**src/rtl/gato_pkg.sv**
```systemverilog
// Shared constants and helpers for the tic-tac-toe button front-end.
// Button indices double as arbitration priority (lowest index wins).
package gato_pkg;

  localparam int NUM_BOTONES = 5;

  localparam int BTN_ELIGE  = 0;
  localparam int BTN_ARRIBA = 1;
  localparam int BTN_ABAJO  = 2;
  localparam int BTN_IZQ    = 3;
  localparam int BTN_DER    = 4;

  localparam int DEBOUNCE_DEF     = 500000;
  localparam int REPEAT_DELAY_DEF = 25000000;
  localparam int REPEAT_RATE_DEF  = 10000000;

  // Isolates the lowest set bit, i.e. the highest-priority event.
  function automatic logic [NUM_BOTONES-1:0] prioriza(
    input logic [NUM_BOTONES-1:0] ev
  );
    return ev & (~ev + NUM_BOTONES'(1));
  endfunction

endpackage

```
**src/rtl/entrada_botones_antirrebote.sv**
```systemverilog
// One button channel: 2-FF sync, debouncer, press detect, repeat timer.
// The repeat timer exists only when GATO_AUTOREPEAT_EN is defined.
module antirrebote
  import gato_pkg::*;
#(
  parameter int DEBOUNCE_CYCLES = DEBOUNCE_DEF,
  parameter int REPEAT_DELAY    = REPEAT_DELAY_DEF,
  parameter int REPEAT_RATE     = REPEAT_RATE_DEF,
  parameter bit REPEAT_EN       = 1'b0
) (
  input  logic clk,
  input  logic reset,
  input  logic boton,
  output logic evento
);

  localparam int CW = $clog2(DEBOUNCE_CYCLES);
  localparam logic [CW-1:0] CNT_MAX = CW'(DEBOUNCE_CYCLES - 1);

  logic          s1;
  logic          s2;
  logic          est;
  logic          est_d;
  logic [CW-1:0] cnt;
  logic          rise;
  logic          disparo;

  assign rise = est & ~est_d;

  always_ff @(posedge clk) begin
    if (reset) begin
      s1     <= 1'b0;
      s2     <= 1'b0;
      est    <= 1'b0;
      est_d  <= 1'b0;
      cnt    <= '0;
      evento <= 1'b0;
    end else begin
      s1     <= boton;
      s2     <= s1;
      est_d  <= est;
      evento <= rise | disparo;
      if (s2 == est) begin
        cnt <= '0;
      end else if (cnt == CNT_MAX) begin
        est <= s2;
        cnt <= '0;
      end else begin
        cnt <= cnt + 1'b1;
      end
    end
  end

`ifdef GATO_AUTOREPEAT_EN
  if (REPEAT_EN) begin : g_rep
    localparam int TMAX =
      (REPEAT_DELAY > REPEAT_RATE) ? REPEAT_DELAY : REPEAT_RATE;
    localparam int TW = $clog2(TMAX + 1);

    logic [TW-1:0] tmr;
    logic          rep;

    // tmr counts cycles since the last emitted event of this hold.
    assign disparo = est & ~rise &
      (tmr == (rep ? TW'(REPEAT_RATE - 1) : TW'(REPEAT_DELAY - 1)));

    always_ff @(posedge clk) begin
      if (reset || !est || rise) begin
        tmr <= '0;
        rep <= 1'b0;
      end else if (disparo) begin
        tmr <= '0;
        rep <= 1'b1;
      end else begin
        tmr <= tmr + 1'b1;
      end
    end
  end else begin : g_norep
    assign disparo = 1'b0;
  end
`else
  assign disparo = 1'b0;
`endif

endmodule

```
**src/rtl/entrada_botones.sv**
```systemverilog
// Button front-end: five debounced channels, priority arbiter, enable gate.
// Optional autorepeat on directional buttons via GATO_AUTOREPEAT_EN.
module entrada_botones
  import gato_pkg::*;
#(
  parameter int DEBOUNCE_CYCLES = DEBOUNCE_DEF,
  parameter int REPEAT_DELAY    = REPEAT_DELAY_DEF,
  parameter int REPEAT_RATE     = REPEAT_RATE_DEF
) (
  input  logic clk,
  input  logic reset,
  input  logic habilita,
  input  logic boton_arriba_in,
  input  logic boton_abajo_in,
  input  logic boton_izq_in,
  input  logic boton_der_in,
  input  logic boton_elige_in,
  output logic boton_arriba_reg,
  output logic boton_abajo_reg,
  output logic boton_izq_reg,
  output logic boton_der_reg,
  output logic boton_elige_reg
);

  logic [NUM_BOTONES-1:0] raw;
  logic [NUM_BOTONES-1:0] ev;
  logic [NUM_BOTONES-1:0] strobe;

  assign raw[BTN_ELIGE]  = boton_elige_in;
  assign raw[BTN_ARRIBA] = boton_arriba_in;
  assign raw[BTN_ABAJO]  = boton_abajo_in;
  assign raw[BTN_IZQ]    = boton_izq_in;
  assign raw[BTN_DER]    = boton_der_in;

  for (genvar i = 0; i < NUM_BOTONES; i++) begin : g_ch
    antirrebote #(
      .DEBOUNCE_CYCLES(DEBOUNCE_CYCLES),
      .REPEAT_DELAY   (REPEAT_DELAY),
      .REPEAT_RATE    (REPEAT_RATE),
      .REPEAT_EN      (i != BTN_ELIGE)
    ) u_ch (
      .clk   (clk),
      .reset (reset),
      .boton (raw[i]),
      .evento(ev[i])
    );
  end

  // Losing events are dropped; nothing is queued.
  always_ff @(posedge clk) begin
    if (reset) begin
      strobe <= '0;
    end else begin
      strobe <= habilita ? prioriza(ev) : '0;
    end
  end

  assign boton_elige_reg  = strobe[BTN_ELIGE];
  assign boton_arriba_reg = strobe[BTN_ARRIBA];
  assign boton_abajo_reg  = strobe[BTN_ABAJO];
  assign boton_izq_reg    = strobe[BTN_IZQ];
  assign boton_der_reg    = strobe[BTN_DER];

endmodule
```
**config.mk**
```make
export PLATFORM = sky130hd
export DESIGN_NAME = entrada_botones
export DESIGN_NICKNAME = d
export VERILOG_FILES = /design/src/rtl/gato_pkg.sv /design/src/rtl/entrada_botones_antirrebote.sv /design/src/rtl/entrada_botones.sv
export SDC_FILE = /design/constraint.sdc
export NUM_CORES = 1
export LEC_CHECK = 0
export BUFFER_PORTS_ARGS = -buffer_cell sky130_fd_sc_hd__buf_2
export CORE_MARGIN = 3
export CORE_UTILIZATION = 45
export DETAILED_ROUTE_END_ITERATION = 16
export SETUP_SLACK_MARGIN = 0.02
export SYNTH_ARGS = -nofsm -noshare
export SYNTH_HDL_FRONTEND = slang
export SYNTH_HIERARCHICAL = 1
export SYNTH_SLANG_ARGS = --single-unit
export TNS_END_PERCENT = 1
```
**constraint.sdc**
```tcl
create_clock -name clk -period 2.6 [get_ports clk]
set_input_delay 0.13 -clock clk [delete_from_list [all_inputs] [get_ports clk]]
set_output_delay 0.13 -clock clk [all_outputs]
set_load 0.03 [all_outputs]
```
==> results by group, run 1 <==
GRT
  – Initial antenna violation count: 0
  – GRT Overall Usage: 16.2%
  – First-pass GRT wire length: 17100 um
  – Largest net degree at the start of global routing: 29
  – Vias in the first global route: 3844
  – Gr ovfl total: 0

Clock network
  – CTS sink count: 125
  – Clock Path Buffers: 2
  – CTS Hold Bufs: 6
  – Clk_lat worst skew: 0.41 ns
  – Htree depth: 4
  – CTS tree: yes
  – Clk pin slew, worst setup/hold paths: 0.05 ns
  – Root Driver: clkbuf_16
  – Post-CTS Resized: 0
  – Post-CTS setup buffer count: 0
  – Inserted Clock Buffers: 17

Logic synthesis
  – Top-count cell post-synth: dfxtp_1
  – Dominant cells by area after synthesis: dfxtp_1, xnor2_1, nor2_1
  – Top FF cell, synth: dfxtp_1
  – Post-Syn Area: 5260 um^2
  – YS warnings: 6
  – Number of synthesized flops with an enable pin: 0
  – Syn avg cell area: 9.28 um^2
  – Syn Inst Count: 567
  – Post-synth top cells: dfxtp_1, nor2_1, xnor2_1
  – Synth Register Bits: 125
  – Post-Syn Nets: 580
  – Yosys top cell by area: dfxtp_1
  – Post-synth top area share: 47.6%
  – Async S/R FF share, synth: 0%
  – Post-synth cell types: 31
  – Sequential area share after synthesis: 47.6%

Timing
  – Final hold violations: 0
  – Highest clock rate: 485 MHz
  – Fin Setup TNS: 0 ns
  – Layout Skew: 0.00490 ns
  – Worst-Margin Slew: 0.648 ns
  – RSZ-0062 raised after global routing: false
  – Setup-failing EPs final: 0
  – Slew Limit Fails: 0
  – Final period util: 79.3%
  – Crit path time final: 2.06 ns
  – Slew headroom: 56.4%

Worst setup path
  – Delay-heaviest family, CP: simple AND/OR/NAND/NOR gates
  – Crit path max fanout: 10
  – Crit path kind: register to register
  – CP Data Arrival Time: 2.36 ns
  – Ordered list of cells on the worst path: ha_1 > nand3_2 > or4_4 > o31ai_4 > buf_4 > nor2_1
  – Crit end category: register
  – Critical path's slowest cell: or4_4
  – Critical path required time: 2.90 ns
  – Crit path largest cell delay: 0.47 ns
  – CP bufs+invs: 1
  – Worst setup SP type: register

Run status
  – Status: finished, final reports clean

Drt
  – Highest Signal Layer: met4
  – DRT iter0 DRCs: 246
  – Initial DRT Pass Iterations: 4
  – Routed vias: 3956
  – DR WL met2: 4290 um
  – Met3 routed WL: 374 um
  – Wire per inst: 12.5 um
  – Vias/cell: 5.23
  – Antenna Nets Post-Route: 0
  – Routed WL: 9470 um
  – # DRC: 0
  – Metal1 wirelength: 4670 um

Floorplanning
  – Die H: 114 um
  – Initial Util: 47.3%
  – Num rows: 38
  – Die area: 13000 um^2
  – Ports: 13
  – Core ar.: 11100 um^2
  – Die X: 114 um

Hold path
  – Hold crit path type: input port to register

Pwr
  – Lkg Pwr: 1.84 nW
  – Total design power: 4.26 mW
  – Pwr dens: 697 nW/um^2
  – Max rail drop VDD: 0.000645 V

Placement
  – Post-DP HPWL: 6440 um
  – Port Buffers: 12
  – GP Congestion: 0.756

Finish
  – Ant diodes: 0
  – Final nets: 617
  – Share of layout cells above drive strength 1: 13.1%
  – Synth-to-layout area growth: 16.3%
  – Fin util: 55.0%

Flow run
  – Max-cap violations: 0
-- worst register-to-register path, delay by kind of cell (launching register included) --
| kind | cells | cell delay (ns) |
|---|---|---|
| compound gates | 1 | 0.40 |
| simple gates | 3 | 0.70 |
| buf+inv | 1 | 0.25 |
| fa+ha+maj | 1 | 0.23 |
| flops | 1 | 0.38 |
-- final cells by class --
type	instances	area [um^2]
clock buffers	18	439
inverters	31	116
clock inverters	14	144
multi-input cells	406	2590
fillers	1032	5000
flip-flops and latches	125	2500
well taps	140	175
repair buffers	23	158
-- report_power, final --
part / total, mW / switching [mW] / leakage (nW) / internal (mW)
logic: 0.0522 / 0.0263 / 0.554 / 0.0259
clock network: 2.28 / 0.850 / 0.275 / 1.43
registers: 1.93 / 0.00491 / 1.01 / 1.93
-- cell families after synthesis --
logic type / share of synthesized area [%]
simple gates: 29.1
flops: 47.6
fa+ha+maj: 1.19
compound gates: 6.30
xor+xnor: 11.7
buf+inv: 3.28
mux: 0.951
-- per-stage QoR --
stage               hold WS (ns)  area, um^2  instances  worst slack [ns]
global placement           0.338        5480        719             0.598
global route               0.177        6120        757             0.364
detailed placement         0.343        5480        719             0.533
finish                     0.142        6120        757             0.537
CTS                        0.128        6120        757             0.514
floorplan                  0.202        5260        567             0.789
-- path summary, 6_finish.rpt --
check                                          from                   end  slack (ns)  cells after the start
worst max-delay path            g_ch[2].u_ch/cnt[0]  g_ch[2].u_ch/cnt[15]        0.54                      6
worst min-delay path                          reset       g_ch[1].u_ch/s1        0.14                      2
worst max register to register  g_ch[2].u_ch/cnt[0]  g_ch[2].u_ch/cnt[15]        0.54                      6
worst min register to register   g_ch[3].u_ch/est_d   g_ch[3].u_ch/evento        0.38                      1
-- per-layer routing --
| metal | vias to the layer above | global-route usage (%) |
|---|---|---|
| met5 | - | 0 |
| li1 | 2066 | - |
| met1 | 1816 | 20.8 |
| met4 | 0 | 6.33 |
| met3 | 13 | 5.50 |
| met2 | 61 | 25.1 |
-- state kept, by name, indices dropped and copies added (netlist names) --
name	count
g_ch.u_ch/cnt	95
g_ch.u_ch/est	5
g_ch.u_ch/est_d	5
g_ch.u_ch/evento	5
g_ch.u_ch/s1	5
g_ch.u_ch/s2	5
strobe	5
-- cell usage in the layout (no fill, tap or decap), types with 6 or more instances in the layout --
cell           netlist  final
dfxtp_1            125    125
nor3_1              25     25
nor4_1              25     25
nand2_1             25     25
clkbuf_16            0     17
buf_2                0     12
nand3_1             25     25
a21oi_1             20     20
nand4_1             35     35
xnor2_1             60     60
nor2b_1             10     10
inv_1               31     31
dlygate4sd3_1        0      6
nand2b_1            10     10
nor2_1              96     96
xor2_1              10     10
No activity file was read; power rests on OpenSTA's default activity.
==> run 2, diff against run 1 <==
--- a/config.mk
+++ b/config.mk
@@ -5,6 +5,7 @@
 export SDC_FILE = /design/constraint.sdc
 export NUM_CORES = 1
 export LEC_CHECK = 0
+export ABC_AREA = 1
 export BUFFER_PORTS_ARGS = -buffer_cell sky130_fd_sc_hd__buf_2
 export CORE_MARGIN = 3
 export CORE_UTILIZATION = 45
==> constraint.sdc (replaced) <==
create_clock -name clk -period 1.82 [get_ports clk]
set_input_delay 0.091 -clock clk [delete_from_list [all_inputs] [get_ports clk]]
set_output_delay 0.091 -clock clk [all_outputs]
set_load 0.03 [all_outputs]
==> results by group, run 2 <==
Drt
  – Wire per inst: 10.3 um (-18%)
  – Routed vias: 5311 (+34%)
  – DRT iter0 DRCs: 352 (+43%)
  – Vias/cell: 4.59 (-12%)
  – Antenna Nets Post-Route: 0 (unchanged)
  – # DRC: 0 (unchanged)
  – Routed WL: 11900 um (+26%)
  – Initial DRT Pass Iterations: 6 (+2)

Logic synthesis
  – Async S/R FF share, synth: 0% (unchanged)
  – Post-Syn Area: 6450 um^2 (+23%)
  – Syn Inst Count: 933 (+65%)
  – Post-synthesis xor/xnor area fraction: 4.07% (-7.6 points)
  – Post-synthesis mux area share: 0% (-0.95 points)
  – Yosys top cell by area: dfxtp_1
  – Post-synth cell types: 22 (-29%)
  – Top-count cell post-synth: nand2_1
  – Post-synthesis simple-gate area fraction: 43.3% (+14 points)
  – Post-Syn Nets: 946 (+63%)
  – Post-synth top cells: nand2_1, nor2_1, dfxtp_1
  – Number of synthesized flops with an enable pin: 0 (unchanged)
  – Top FF cell, synth: dfxtp_1
  – YS warnings: 6 (unchanged)
  – Synth Register Bits: 125 (unchanged)
  – Post-synth top area share: 38.8% (-8.8 points)
  – Post-Synth Adder-Cell Area: 0.970% (-0.22 points)
  – Dominant cells by area after synthesis: dfxtp_1, nand2_1, nor2_1
  – Compound-gate portion of the synthesized area: 4.07% (-2.2 points)
  – Syn avg cell area: 6.91 um^2 (-25%)
  – Largest family of logic cells by synthesized area: simple AND/OR/NAND/NOR gates
  – Sequential area share after synthesis: 38.8% (-8.8 points)

GRT
  – GRT Overall Usage: 16.2% (+0.041 points)
  – Largest net degree at the start of global routing: 21 (-28%)
  – First-pass GRT wire length: 21400 um (+25%)
  – Initial antenna violation count: 0 (unchanged)
  – Gr ovfl total: 0 (unchanged)
  – Vias in the first global route: 4889 (+27%)

Worst setup path
  – R2R depth: 6 (unchanged)
  – Flop2flop setup slack: 0.35 ns (-0.19 ns)
  – Worst R2R Start: g_ch[2].u_ch/cnt[0]
  – CP Data Arrival Time: 1.76 ns (-0.60 ns)
  – Crit path max fanout: 13 (+3)
  – RR Endpoint: g_ch[2].u_ch/cnt[4]
  – Worst setup SP type: register
  – Crit path kind: register to register
  – Critical path required time: 2.11 ns (-0.79 ns)
  – Crit end category: register

Floorplanning
  – Die area: 15800 um^2 (+21%)
  – Die H: 126 um (+10%)
  – Ports: 13 (unchanged)
  – Num rows: 43 (+13%)
  – Initial Util: 46.3% (-1.0 points)
  – Die X: 126 um (+10%)
  – Core ar.: 13900 um^2 (+25%)

Pwr
  – Max rail drop VDD: 0.000618 V (-4.1%)
  – Clock power share: 53.3% (-0.2 points)
  – Psw: 1.22 mW (+38%)
  – Internal power: 4.88 mW (+44%)
  – Lkg Pwr: 2.68 nW (+46%)
  – Reg power frac: 45.2% (about the same)
  – Sw Share: 19.9% (-0.72 points)
  – Gate power share: 1.4% (+0.2 points)
  – Total design power: 6.10 mW (+43%)
  – Pwr dens: 839 nW/um^2 (+20%)

Finish
  – Post-Layout Cell Count: 1158 (+53%)
  – Synth-to-layout area growth: 12.7%
  – Design area: 7270 um^2 (+19%)
  – Largest reg by FF count: g_ch.u_ch/cnt
  – Fin util: 52.2% (-2.8 points)
  – Final nets: 979 (+59%)
  – Share of layout cells above drive strength 1: 17.4% (+4.3 points)
  – Max reg flops: 95 (unchanged)
  – Ant diodes: 0 (unchanged)
  – Commonest non-fill, non-tap cell in the layout: nand2_1
  – Commonest non-fill, non-tap cells in the layout: nand2_1, nor2_1, dfxtp_1, inv_1, nand3_1

Timing
  – Worst hold slack: 0.0895 ns (-0.0529 ns)
  – Final worst setup slack: 0.351 ns (-0.187 ns)
  – Setup-failing EPs final: 0 (unchanged)
  – Highest clock rate: 681 MHz (+40%)
  – Layout Skew: 0.00496 ns (+0.0000581 ns)
  – Fin Setup TNS: 0 ns (unchanged)
  – Slew Limit Fails: 0 (unchanged)
  – Final hold violations: 0 (unchanged)
  – Worst-Margin Slew: 0.409 ns (-0.239 ns)
  – Slew headroom: 72.7% (+16 points)
  – Final period util: 80.7% (+1.4 points)
  – RSZ-0062 raised after global routing: false
  – Crit path time final: 1.47 ns (-0.593 ns)

Clock network
  – Inserted Clock Buffers: 17 (unchanged)
  – Clock Path Buffers: 2 (unchanged)
  – CTS tree: yes
  – Htree depth: 4 (unchanged)
  – Root Driver: clkbuf_16
  – Post-CTS setup buffer count: 0 (unchanged)
  – Clk pin slew, worst setup/hold paths: 0.05 ns (about the same)
  – Clk_lat worst skew: 0.41 ns (about the same)
  – CTS sink count: 125 (unchanged)
  – Post-CTS Resized: 0 (unchanged)

Placement
  – Post-DP HPWL: 8610 um (+34%)
  – Port Buffers: 12 (unchanged)
  – GP Congestion: 0.821 (+8.6%)
  – Placed cell count: 1121 (+56%)
  – DP Area: 6640 um^2 (+21%)
  – DP Worst Slack: 0.373 ns (-0.159 ns)

Hold path
  – Worst Min Path Start: reset
  – WHS Path Cells: 2 (unchanged)
  – WHS Endpoint: g_ch[2].u_ch/s1
  – Hold crit path type: input port to register

Flow run
  – Max-cap violations: 0 (unchanged)

Run status
  – Status: finished, final reports clean
-- run 2: cell count changes after synthesis, moves of 15 or more --
cell / change
nor2_2: +57
nand4_1: -25
xnor2_1: -50
nor3_1: -15
nand2_2: +15
nor4_1: -25
nor2_1: +79
inv_1: +88
nand2_1: +203
nand3_1: +37
nor2_4: +15
-- run 2: area by class of cell --
cell class	instances	area [um^2]
multi-input combinational	678	3380
clock buffer	23	478
tap	180	225
timing repair buffer	19	128
sequential	125	2500
fill	1376	6660
clock inverter	8	90.1
inverter	125	469
-- run 2: kinds of logic (layout without fill, tap and decap cells) --
kind of cell / after synthesis / after routing
and+or+nand+nor: 598 / 598
buffers and inverters: 130 / 175
DFF: 125 / 125
AOI/OAI and AO/OA: 45 / 45
xor gates and xnor gates: 30 / 30
adders and majority gates: 5 / 5
-- run 2: how the worst max path moves through the flow --
stage                         from                  end  slack [ns]  cells past startpoint
6_report       g_ch[2].u_ch/cnt[0]  g_ch[2].u_ch/cnt[4]        0.35                      6
5_1_grt        g_ch[0].u_ch/cnt[0]  g_ch[0].u_ch/cnt[6]        0.18                      6
4_1_cts        g_ch[0].u_ch/cnt[0]  g_ch[0].u_ch/cnt[6]        0.36                      6
3_5_place_dp   g_ch[2].u_ch/cnt[0]  g_ch[2].u_ch/cnt[3]        0.37                      6
3_3_place_gp   g_ch[4].u_ch/cnt[0]  g_ch[4].u_ch/cnt[4]        0.38                      6
2_1_floorplan  g_ch[0].u_ch/cnt[0]  g_ch[0].u_ch/cnt[9]        0.52                      7
-- run 2: worst max-delay path: stages (launching register included) --
cell and delay, ns:
dfxtp_1 0.36, ha_1 0.21, nand3_1 0.16, nor2_1 0.20, nand3_2 0.14, nand2_4 0.21, a21oi_1 0.06
-- run 2: what timing repair did --
action / in CTS / in global routing
hold endpoints to repair: 6 / 0
endpoints found under the setup margin: 0 / 0
hold buffers: 6 / 0
-- run 2: layer usage --
layer  wire, um  up-vias  GRT usage (%)  part of all wire, %
li1           -     2922              -                    -
met1       6240     2322           22.1                   52
met2       5190       62           24.5                   44
met3        378        5           5.26                  3.2
met4         85        0           4.91                 0.71
met5          0        -              0                    0
-- run 2: power by group through the flow --
stage / clock network [mW] / logic [mW] / registers (mW)
floorplan: 0 / 0.0624 / 2.82
global placement: 0 / 0.0801 / 2.82
detailed placement: 0 / 0.0805 / 2.82
CTS: 3.35 / 0.0904 / 2.76
global route: 3.47 / 0.102 / 2.76
finish: 3.25 / 0.0882 / 2.76
==> run 3, diff against run 2 <==
--- a/config.mk
+++ b/config.mk
@@ -5,7 +5,7 @@
 export SDC_FILE = /design/constraint.sdc
 export NUM_CORES = 1
 export LEC_CHECK = 0
-export ABC_AREA = 1
+export ABC_AREA = 0
 export BUFFER_PORTS_ARGS = -buffer_cell sky130_fd_sc_hd__buf_2
 export CORE_MARGIN = 3
 export CORE_UTILIZATION = 45
==> constraint.sdc (replaced) <==
create_clock -name clk -period 1.33 [get_ports clk]
set_input_delay 0.0665 -clock clk [delete_from_list [all_inputs] [get_ports clk]]
set_output_delay 0.0665 -clock clk [all_outputs]
set_load 0.03 [all_outputs]
==> results by group, run 3 (same netlist as run 1, synthesis figures left out) <==
Timing
  – Slew headroom: 73.5% (+0.77 points)
  – RSZ-0062 raised after global routing: true
  – Setup-failing EPs final: 100 (+100)
  – Slew Limit Fails: 0 (unchanged)
  – Layout Skew: 0.00743 ns (+0.00247 ns)
  – Final hold violations: 0 (unchanged)
  – Worst-Margin Slew: 0.394 ns (-0.0152 ns)
  – Final worst setup slack: -0.349 ns (-0.700 ns)
  – Final period util: 126% (+46 points)
  – Crit path time final: 1.68 ns (+0.210 ns)
  – Highest clock rate: 596 MHz (-12%)

Hold path
  – WHS Path Cells: 1 (-1)
  – Worst Min Path Start: g_ch[2].u_ch/est_d
  – WHS Endpoint: g_ch[2].u_ch/evento
  – Hold crit path type: register to register

Worst setup path
  – Crit end category: register
  – Worst setup SP type: register
  – RR Endpoint: g_ch[1].u_ch/cnt[13]
  – Crit path kind: register to register
  – Flop2flop setup slack: -0.35 ns (-0.70 ns)
  – CP Data Arrival Time: 2.02 ns (+0.26 ns)
  – Worst R2R Start: g_ch[1].u_ch/cnt[1]
  – R2R depth: 4 (-2)
  – Critical path required time: 1.67 ns (-0.44 ns)
  – Crit path max fanout: 4 (-9)

Finish
  – Share of layout cells above drive strength 1: 33.9% (+16 points)
  – Ant diodes: 0 (unchanged)
  – Final nets: 760 (-22%)
  – Post-Layout Cell Count: 899 (-22%)
  – Commonest non-fill, non-tap cell in the layout: buf_4
  – Commonest non-fill, non-tap cells in the layout: buf_4, dfxtp_1, nor2_1, xnor2_1, nand4_1
  – # fillers: 915 (-34%)
  – Synth-to-layout area growth: 42.5%
  – Largest reg by FF count: g_ch.u_ch/cnt
  – Max reg flops: 95 (unchanged)

Drt
  – Initial DRT Pass Iterations: 5 (-1)
  – Vias/cell: 5.12 (+12%)
  – # DRC: 0 (unchanged)
  – Routed vias: 4602 (-13%)
  – DRT iter0 DRCs: 294 (-16%)
  – Routed WL: 11800 um (-0.74%)
  – Antenna Nets Post-Route: 0 (unchanged)
  – Wire per inst: 13.1 um (+28%)

Clock network
  – Root Driver: clkbuf_16
  – Clock Path Buffers: 2 (unchanged)
  – CTS sink count: 125 (unchanged)
  – Clk_lat worst skew: 0.41 ns (about the same)
  – Inserted Clock Buffers: 17 (unchanged)
  – Clk pin slew, worst setup/hold paths: 0.05 ns (about the same)
  – Htree depth: 4 (unchanged)
  – CTS tree: yes

Placement
  – GP Congestion: 0.855 (+4.1%)
  – Port Buffers: 12 (unchanged)
  – Placed cell count: 858 (-23%)
  – Post-DP HPWL: 8280 um (-3.8%)

Floorplanning
  – Ports: 13 (unchanged)
  – Die area: 13000 um^2 (-18%)
  – Die H: 114 um (-9.2%)
  – Initial Util: 47.3% (+1.0 points)
  – Num rows: 38 (-12%)
  – Core ar.: 11100 um^2 (-20%)
  – Die X: 114 um (-9.2%)

GRT
  – GRT Overall Usage: 19.4% (+3.2 points)
  – Gr ovfl total: 0 (unchanged)
  – First-pass GRT wire length: 20500 um (-4.5%)
  – Initial antenna violation count: 0 (unchanged)
  – Largest net degree at the start of global routing: 20 (-4.8%)
  – Vias in the first global route: 4615 (-5.6%)

Pwr
  – Total design power: 8.53 mW (+40%)
  – Max rail drop VDD: 0.00102 V (+66%)
  – Pwr dens: 1140 nW/um^2 (+36%)
  – Lkg Pwr: 2.59 nW (-3.2%)

Run status
  – Failing checks: setup timing
  – Status: finished, violations left

Flow run
  – Max-cap violations: 0 (unchanged)
run 3: changes by cell type in the layout (fill, tap and decap cells not counted), sizes merged, moves of 14 or more:
cell	previous run	this run
nand2	253	25
nor2	247	96
buf	13	158
inv	125	31
xnor2	10	60
nand3	67	30
nand4	10	35
nor4	0	25
a21oi	40	20
nor3	11	25
run 3: repair_timing:
| action | 4_1_cts | 5_1_grt |
|---|---|---|
| pin swaps | 38 | 15 |
| endpoints found under the setup margin | 100 | 102 |
| cloned | 0 | 2 |
| hold buffers | 7 | 0 |
| gates resized for setup | 16 | 24 |
| endpoints found under the hold margin | 8 | 0 |
| setup buffers | 0 | 1 |
run 3: where the power goes:
group	total [mW]	leakage [nW]	internal, mW	switching [mW]
Combinational	0.139	1.29	0.0777	0.0616
Sequential	3.76	1.02	3.75	0.0120
Clock	4.63	0.280	3.02	1.61
Total	8.53	2.59	6.85	1.69
run 3: area by class of cell:
type	count	area [um^2]	share of cell area [%]
Tap cell	140	175	2.34
Sequential cell	125	2550	34.1
Timing Repair Buffer	166	1320	17.6
Multi-Input combinational cell	406	2730	36.4
Clock buffer	20	457	6.09
Inverter	31	116	1.55
Clock inverter	11	143	1.90
run 3: worst max-delay path, cell delays in order, from the launching register on:
cell and delay, ns:
dfxtp_2 0.36, nand4_1 0.24, or2_4 0.34, or4_1 0.50, a21oi_1 0.16
run 3: how the worst max path moves through the flow:
stage,from,endpoint,slack (ns),depth (start not counted)
2_1_floorplan,g_ch[0].u_ch/cnt[1],g_ch[0].u_ch/cnt[10],-0.43,6
3_3_place_gp,g_ch[1].u_ch/cnt[3],g_ch[1].u_ch/cnt[17],-0.34,4
3_5_place_dp,g_ch[0].u_ch/cnt[2],g_ch[0].u_ch/cnt[17],-0.38,4
4_1_cts,g_ch[1].u_ch/cnt[3],g_ch[1].u_ch/cnt[13],-0.37,4
5_1_grt,g_ch[0].u_ch/cnt[0],g_ch[0].u_ch/est,-0.42,5
6_report,g_ch[1].u_ch/cnt[1],g_ch[1].u_ch/cnt[13],-0.35,4
run 3: metrics by stage:
step | hold WS, ns | worst slack (ns) | setup TNS [ns] | utilization (%) | cell area (um^2)
detailed placement | 0.290 | -0.384 | -31.49 | 60.0 | 6670
floorplan | 0.138 | -0.425 | -34.99 | - | 5370
CTS | 0.383 | -0.370 | -28.11 | 66.4 | 7390
global route | 0.389 | -0.415 | -33.09 | 67.4 | 7500
global placement | 0.276 | -0.343 | -28.39 | 60.0 | 6670
finish | 0.384 | -0.349 | -26.19 | 67.4 | 7500
run 3: layer usage:
| layer | wire, um | share of wire [%] | vias to the layer above | track usage (%) |
|---|---|---|---|---|
| met4 | 233 | 2.0 | 0 | 8.87 |
| met3 | 358 | 3.0 | 20 | 4.97 |
| li1 | - | - | 2354 | - |
| met2 | 5730 | 49 | 62 | 31.7 |
| met1 | 5490 | 46 | 2166 | 24.1 |
| met5 | 0 | 0 | - | 0 |
